`src/rtl/alu_pkg.sv`:
```
// rtl/alu_pkg.sv - shared opcode encodings and default width for the ALU
package alu_pkg;

  // Default datapath width; arithmetic wraps modulo 2^DEFAULT_WIDTH.
  localparam int unsigned DEFAULT_WIDTH = 32;

  // Operation select encodings on aluc.
  localparam logic [2:0] ALUC_ADD = 3'd0;
  localparam logic [2:0] ALUC_SUB = 3'd1;
  localparam logic [2:0] ALUC_AND = 3'd2;
  localparam logic [2:0] ALUC_OR  = 3'd3;
  localparam logic [2:0] ALUC_XOR = 3'd4;
  localparam logic [2:0] ALUC_NOR = 3'd5;
  localparam logic [2:0] ALUC_SLT = 3'd6;
  localparam logic [2:0] ALUC_SLL = 3'd7;

endpackage

```
`src/rtl/alu_addsub.sv`:
```
// rtl/alu_addsub.sv - shared adder/subtractor with signed overflow detect
module alu_addsub #(
  parameter int unsigned WIDTH = alu_pkg::DEFAULT_WIDTH
) (
  input  logic [WIDTH-1:0] a,
  input  logic [WIDTH-1:0] b,
  input  logic             sub,
  output logic [WIDTH-1:0] sum,
  output logic             ovf
);

  logic [WIDTH-1:0] b_eff;
  logic [WIDTH-1:0] cin_ext;

  // Subtraction is a + ~b + 1; carry out is dropped so results wrap.
  // Overflow: operands (as seen by the adder) share a sign that the sum lacks.
  always_comb begin
    b_eff   = b ^ {WIDTH{sub}};
    cin_ext = {{(WIDTH-1){1'b0}}, sub};
    sum     = a + b_eff + cin_ext;
    ovf     = (a[WIDTH-1] == b_eff[WIDTH-1]) && (sum[WIDTH-1] != a[WIDTH-1]);
  end

endmodule

```
`src/rtl/alu_core.sv`:
```
// rtl/alu_core.sv - 32-bit registered ALU; ALU_SHIFT_EN enables the aluc=7 left shift
module alu_core
  import alu_pkg::*;
#(
  parameter int unsigned WIDTH = DEFAULT_WIDTH
) (
  input  logic             clk,
  input  logic             rst,
  input  logic [WIDTH-1:0] a,
  input  logic [WIDTH-1:0] b,
  input  logic [2:0]       aluc,
  output logic [WIDTH-1:0] alu_out,
  output logic             zero,
  output logic             over
);

  logic [WIDTH-1:0] alu_out_d, alu_out_q;
  logic             zero_d, zero_q;
  logic             over_d, over_q;

  logic [WIDTH-1:0] addsub_sum;
  logic             addsub_ovf;
  logic             is_sub;

  // One adder serves both ADD and SUB; SLT uses its own signed compare.
  assign is_sub = (aluc == ALUC_SUB);

  alu_addsub #(
    .WIDTH (WIDTH)
  ) u_addsub (
    .a   (a),
    .b   (b),
    .sub (is_sub),
    .sum (addsub_sum),
    .ovf (addsub_ovf)
  );

`ifdef ALU_SHIFT_EN
  localparam int unsigned SHAMT_W = $clog2(WIDTH);
  logic [WIDTH-1:0] shl_res;
  assign shl_res = a << b[SHAMT_W-1:0];
`endif

  // Opcode mux: next result, its zero flag, and overflow for ADD/SUB only.
  always_comb begin
    alu_out_d = '0;
    over_d    = 1'b0;
    case (aluc)
      ALUC_ADD: begin
        alu_out_d = addsub_sum;
        over_d    = addsub_ovf;
      end
      ALUC_SUB: begin
        alu_out_d = addsub_sum;
        over_d    = addsub_ovf;
      end
      ALUC_AND: alu_out_d = a & b;
      ALUC_OR:  alu_out_d = a | b;
      ALUC_XOR: alu_out_d = a ^ b;
      ALUC_NOR: alu_out_d = ~(a | b);
      ALUC_SLT: alu_out_d = {{(WIDTH-1){1'b0}}, ($signed(a) < $signed(b))};
`ifdef ALU_SHIFT_EN
      ALUC_SLL: alu_out_d = shl_res;
`else
      ALUC_SLL: alu_out_d = '0;
`endif
      default:  alu_out_d = '0;
    endcase
    zero_d = (alu_out_d == '0);
  end

  // Output registers; reset forces a zero result and wins over any op.
  always_ff @(posedge clk) begin
    if (rst) begin
      alu_out_q <= '0;
      zero_q    <= 1'b1;
      over_q    <= 1'b0;
    end else begin
      alu_out_q <= alu_out_d;
      zero_q    <= zero_d;
      over_q    <= over_d;
    end
  end

  assign alu_out = alu_out_q;
  assign zero    = zero_q;
  assign over    = over_q;

endmodule

```
`config.mk`:
```
export PLATFORM = sky130hd
export DESIGN_NAME = alu_core
export DESIGN_NICKNAME = d
export VERILOG_FILES = /design/src/rtl/alu_pkg.sv /design/src/rtl/alu_addsub.sv /design/src/rtl/alu_core.sv
export SDC_FILE = /design/constraint.sdc
export NUM_CORES = 1
export LEC_CHECK = 0
export BUFFER_PORTS_ARGS = -buffer_cell sky130_fd_sc_hd__buf_2
export CORE_MARGIN = 10
export CORE_UTILIZATION = 55
export CTS_CLUSTER_SIZE = 24
export DETAILED_ROUTE_END_ITERATION = 16
export HOLD_SLACK_MARGIN = 0.1
export PLACE_DENSITY = 0.8
export SKIP_CTS_REPAIR_TIMING = 1
export SLEW_MARGIN = 20
export SYNTH_ARGS = -nofsm -noshare
export SYNTH_HDL_FRONTEND = slang
export SYNTH_SLANG_ARGS = --single-unit
```
`constraint.sdc`:
```
create_clock -name clk -period 12.05 [get_ports clk]
set_clock_uncertainty 0.05 [all_clocks]
set_input_delay 0.6025 -clock clk [delete_from_list [all_inputs] [get_ports clk]]
set_output_delay 0.6025 -clock clk [all_outputs]
set_load 0.01 [all_outputs]
```
==> results.md <==
* Status: completed
* Met3 usage at 3.021%
* Max VDD drop at 0.08526 mV
* Commonest non-fill, non-tap cell in the layout: ha_1
* GRT busiest layer: met2
* Setup violations, final at 0
* CTS buffer count at 5
* Final Hold Vio Count at 0
* Syn nets at 1009
* Overflow after GRT at 0
* Fin nets at 1078
* Die height at 124.8 µm
* Clk buf depth at 2
* Die ar. at 0.01558 mm²
* RSZ-0062 raised after global routing: no
* Placed wire-length estimate at 13920 µm
* Slowest cell on crit path: or3b_2
* Power Total at 0.5135 mW
* Crit path setup slack, layout at 6.880 ns
* Sequential fraction of the synthesis area at 11.26%
* Max-slew headroom at 26.13%
* Crit. End Element: flop
* Root buffer cell: clkbuf_8
* Maxcap violations at 0
* Clock H-tree levels at 2
* Number of buffers and inverters on the critical path at 1
* Input/output buffers at 102
* Crit-path cells: buf_2 > or3b_2 > xnor2_1 > fa_1 > a211oi_1 > o211ai_1 > a31oi_4 > o31ai_4 > a2111oi_0 > a41oi_1 > a21oi_1 > o2111ai_1 > nor4_2 > a41o_1
* Tot GR Track Use at 21.28%
* Pins Over Slew Limit at 0
* Cells after Synth at 813
* Initial core utilization at 55.99%
* FMAX at 0.1934 GHz
* First DRT Iteration DRCs at 530
* CTS Sinks at 34
* Initial antenna violation count at 0
* Placeable Area at 0.01079 mm²
* Vias at 6115
* Routed WL at 17550 µm
* Yosys reg bits at 34
* Filler cells at 951
* Slew at the pin closest to its max-slew limit at 1.108 ns
* Warnings from Yosys at 0
* Largest cells by area after synthesis: ha_1 26%, dfxtp_1 11%, xnor2_1 6.7%
* Startpoint type of the worst setup path: primary input
* Site Rows at 38
* Ys flop type: dfxtp_1
* # IOs at 103
* N_diodes at 0
* TritonRoute pass-1 iters at 5
* EDFF count, synth at 0
* Setup TNS at 0 ns
* Pin count of the biggest net entering global routing at 54
* CTS tree: built
* Drt via density at 5.978
* Final Wtd Congestion at 0.9378
* Worst-path maximum fanout at 51
* Syn Area/Cell at 7.433 µm²
* First-pass GRT wire length at 28720 µm
* Most frequent cells in the layout: 126 x ha_1, 102 x buf_2, 79 x inv_1
* Crit-path max cell delay at 0.95 ns
* Routed Antenna Nets at 0
* Synth top area share at 26.09%
* HP Class: primary input to flop
* Placement Setup Slack at 6.650 ns
* Count of cell types in the netlist at 69
* Period utilization at 42.90%
* Routing usage on met1 at 30.18%
* Vias in the first global route at 5763
* Asr flop ratio synth at 0%
* Residual DRC count at 0
* Req. time, crit path at 12.23 ns
* Area delta synth->final at 10.35%
* Pleak at 3.310 nW
* Yosys top cell by area: ha_1
* Min Clock Period, post-route at 5.170 ns
* CTS clock-pin slew for the worst setup and hold paths at 0.07 ns
* Post-Syn Area at 0.006043 mm²
* Power Dens Cells at 76.99 mW/mm²
* Crit Path Class: primary input to flop
* Delay-heaviest family, CP: compound AO/OA/AOI/OAI gates
* Routed WL per cell at 17.16 µm
* Hold slack at 0.7120 ns
* Share of post-route cells with drive strength above 1 at 14.72%
* Met2 global-route usage at 32.75%
* CP arrival at 5.35 ns
* Die X at 124.8 µm
[cells in the mapped netlist, drive strengths merged, types with 9 or more instances]
cell type    n
buf         11
nor3        19
mux2i       25
nand4       15
a21boi      10
ha         126
a21o        12
o21ai       44
dfxtp       34
a21oi       66
nor4        10
nor2b       13
inv         79
nor2        78
nand2       58
a31oi       12
o221ai      16
nand3        9
clkbuf      32
xnor2       46
[area by class of cell]
| type | count | area, µm² | area share, % |
|---|---|---|---|
| Clock buffer | 6 | 82.58 | 1.238 |
| Clock inverter | 2 | 12.51 | 0.1876 |
| Inverter | 79 | 296.5 | 4.447 |
| Multi-Input combinational cell | 657 | 4888 | 73.30 |
| Sequential cell | 34 | 680.7 | 10.21 |
| Tap cell | 140 | 175.2 | 2.627 |
| Timing Repair Buffer | 105 | 533.0 | 7.992 |
[report_power, final]
part           internal [mW]  switching, mW
logic                  0.119          0.184
clock network         0.0458         0.0397
registers              0.123        0.00212
[logic make-up after synthesis]
group	share of synthesized area [%]
AOI/OAI and AO/OA	25.28
and+or+nand+nor	17.66
adders and majority gates	26.42
buffers and inverters	7.847
xor gates and xnor gates	7.391
DFF	11.26
muxes	4.141
[flip-flops by register name (all words and copies together) (netlist names)]
| name | count |
|---|---|
| alu_out | 32 |
| over | 1 |
| zero | 1 |
[through the flow]
| step | cells | util [%] | instance area [µm²] |
|---|---|---|---|
| global placement | 1015 | 60.91 | 6574 |
| global route | 1023 | 61.79 | 6669 |
| detailed placement | 1015 | 60.91 | 6574 |
| floorplan | 813 | - | 6043 |
| finish | 1023 | 61.79 | 6669 |
| CTS | 1023 | 61.79 | 6669 |
[final timing paths]
path	startpoint	to	cells past startpoint	slack, ns
worst max-delay path	aluc[0]	zero$_SDFF_PP1_	14	6.88
worst min-delay path	a[31]	over$_SDFF_PP0_	4	0.71
[per-layer routing]
layer | wire length, µm | part of all wire [%] | up-vias
li1 | - | - | 3013
met1 | 8321 | 47 | 2828
met2 | 7410 | 42 | 252
met3 | 1534 | 8.7 | 22
met4 | 287 | 1.6 | 0
met5 | 0 | 0 | -
No activity file was read; power rests on OpenSTA's default activity.
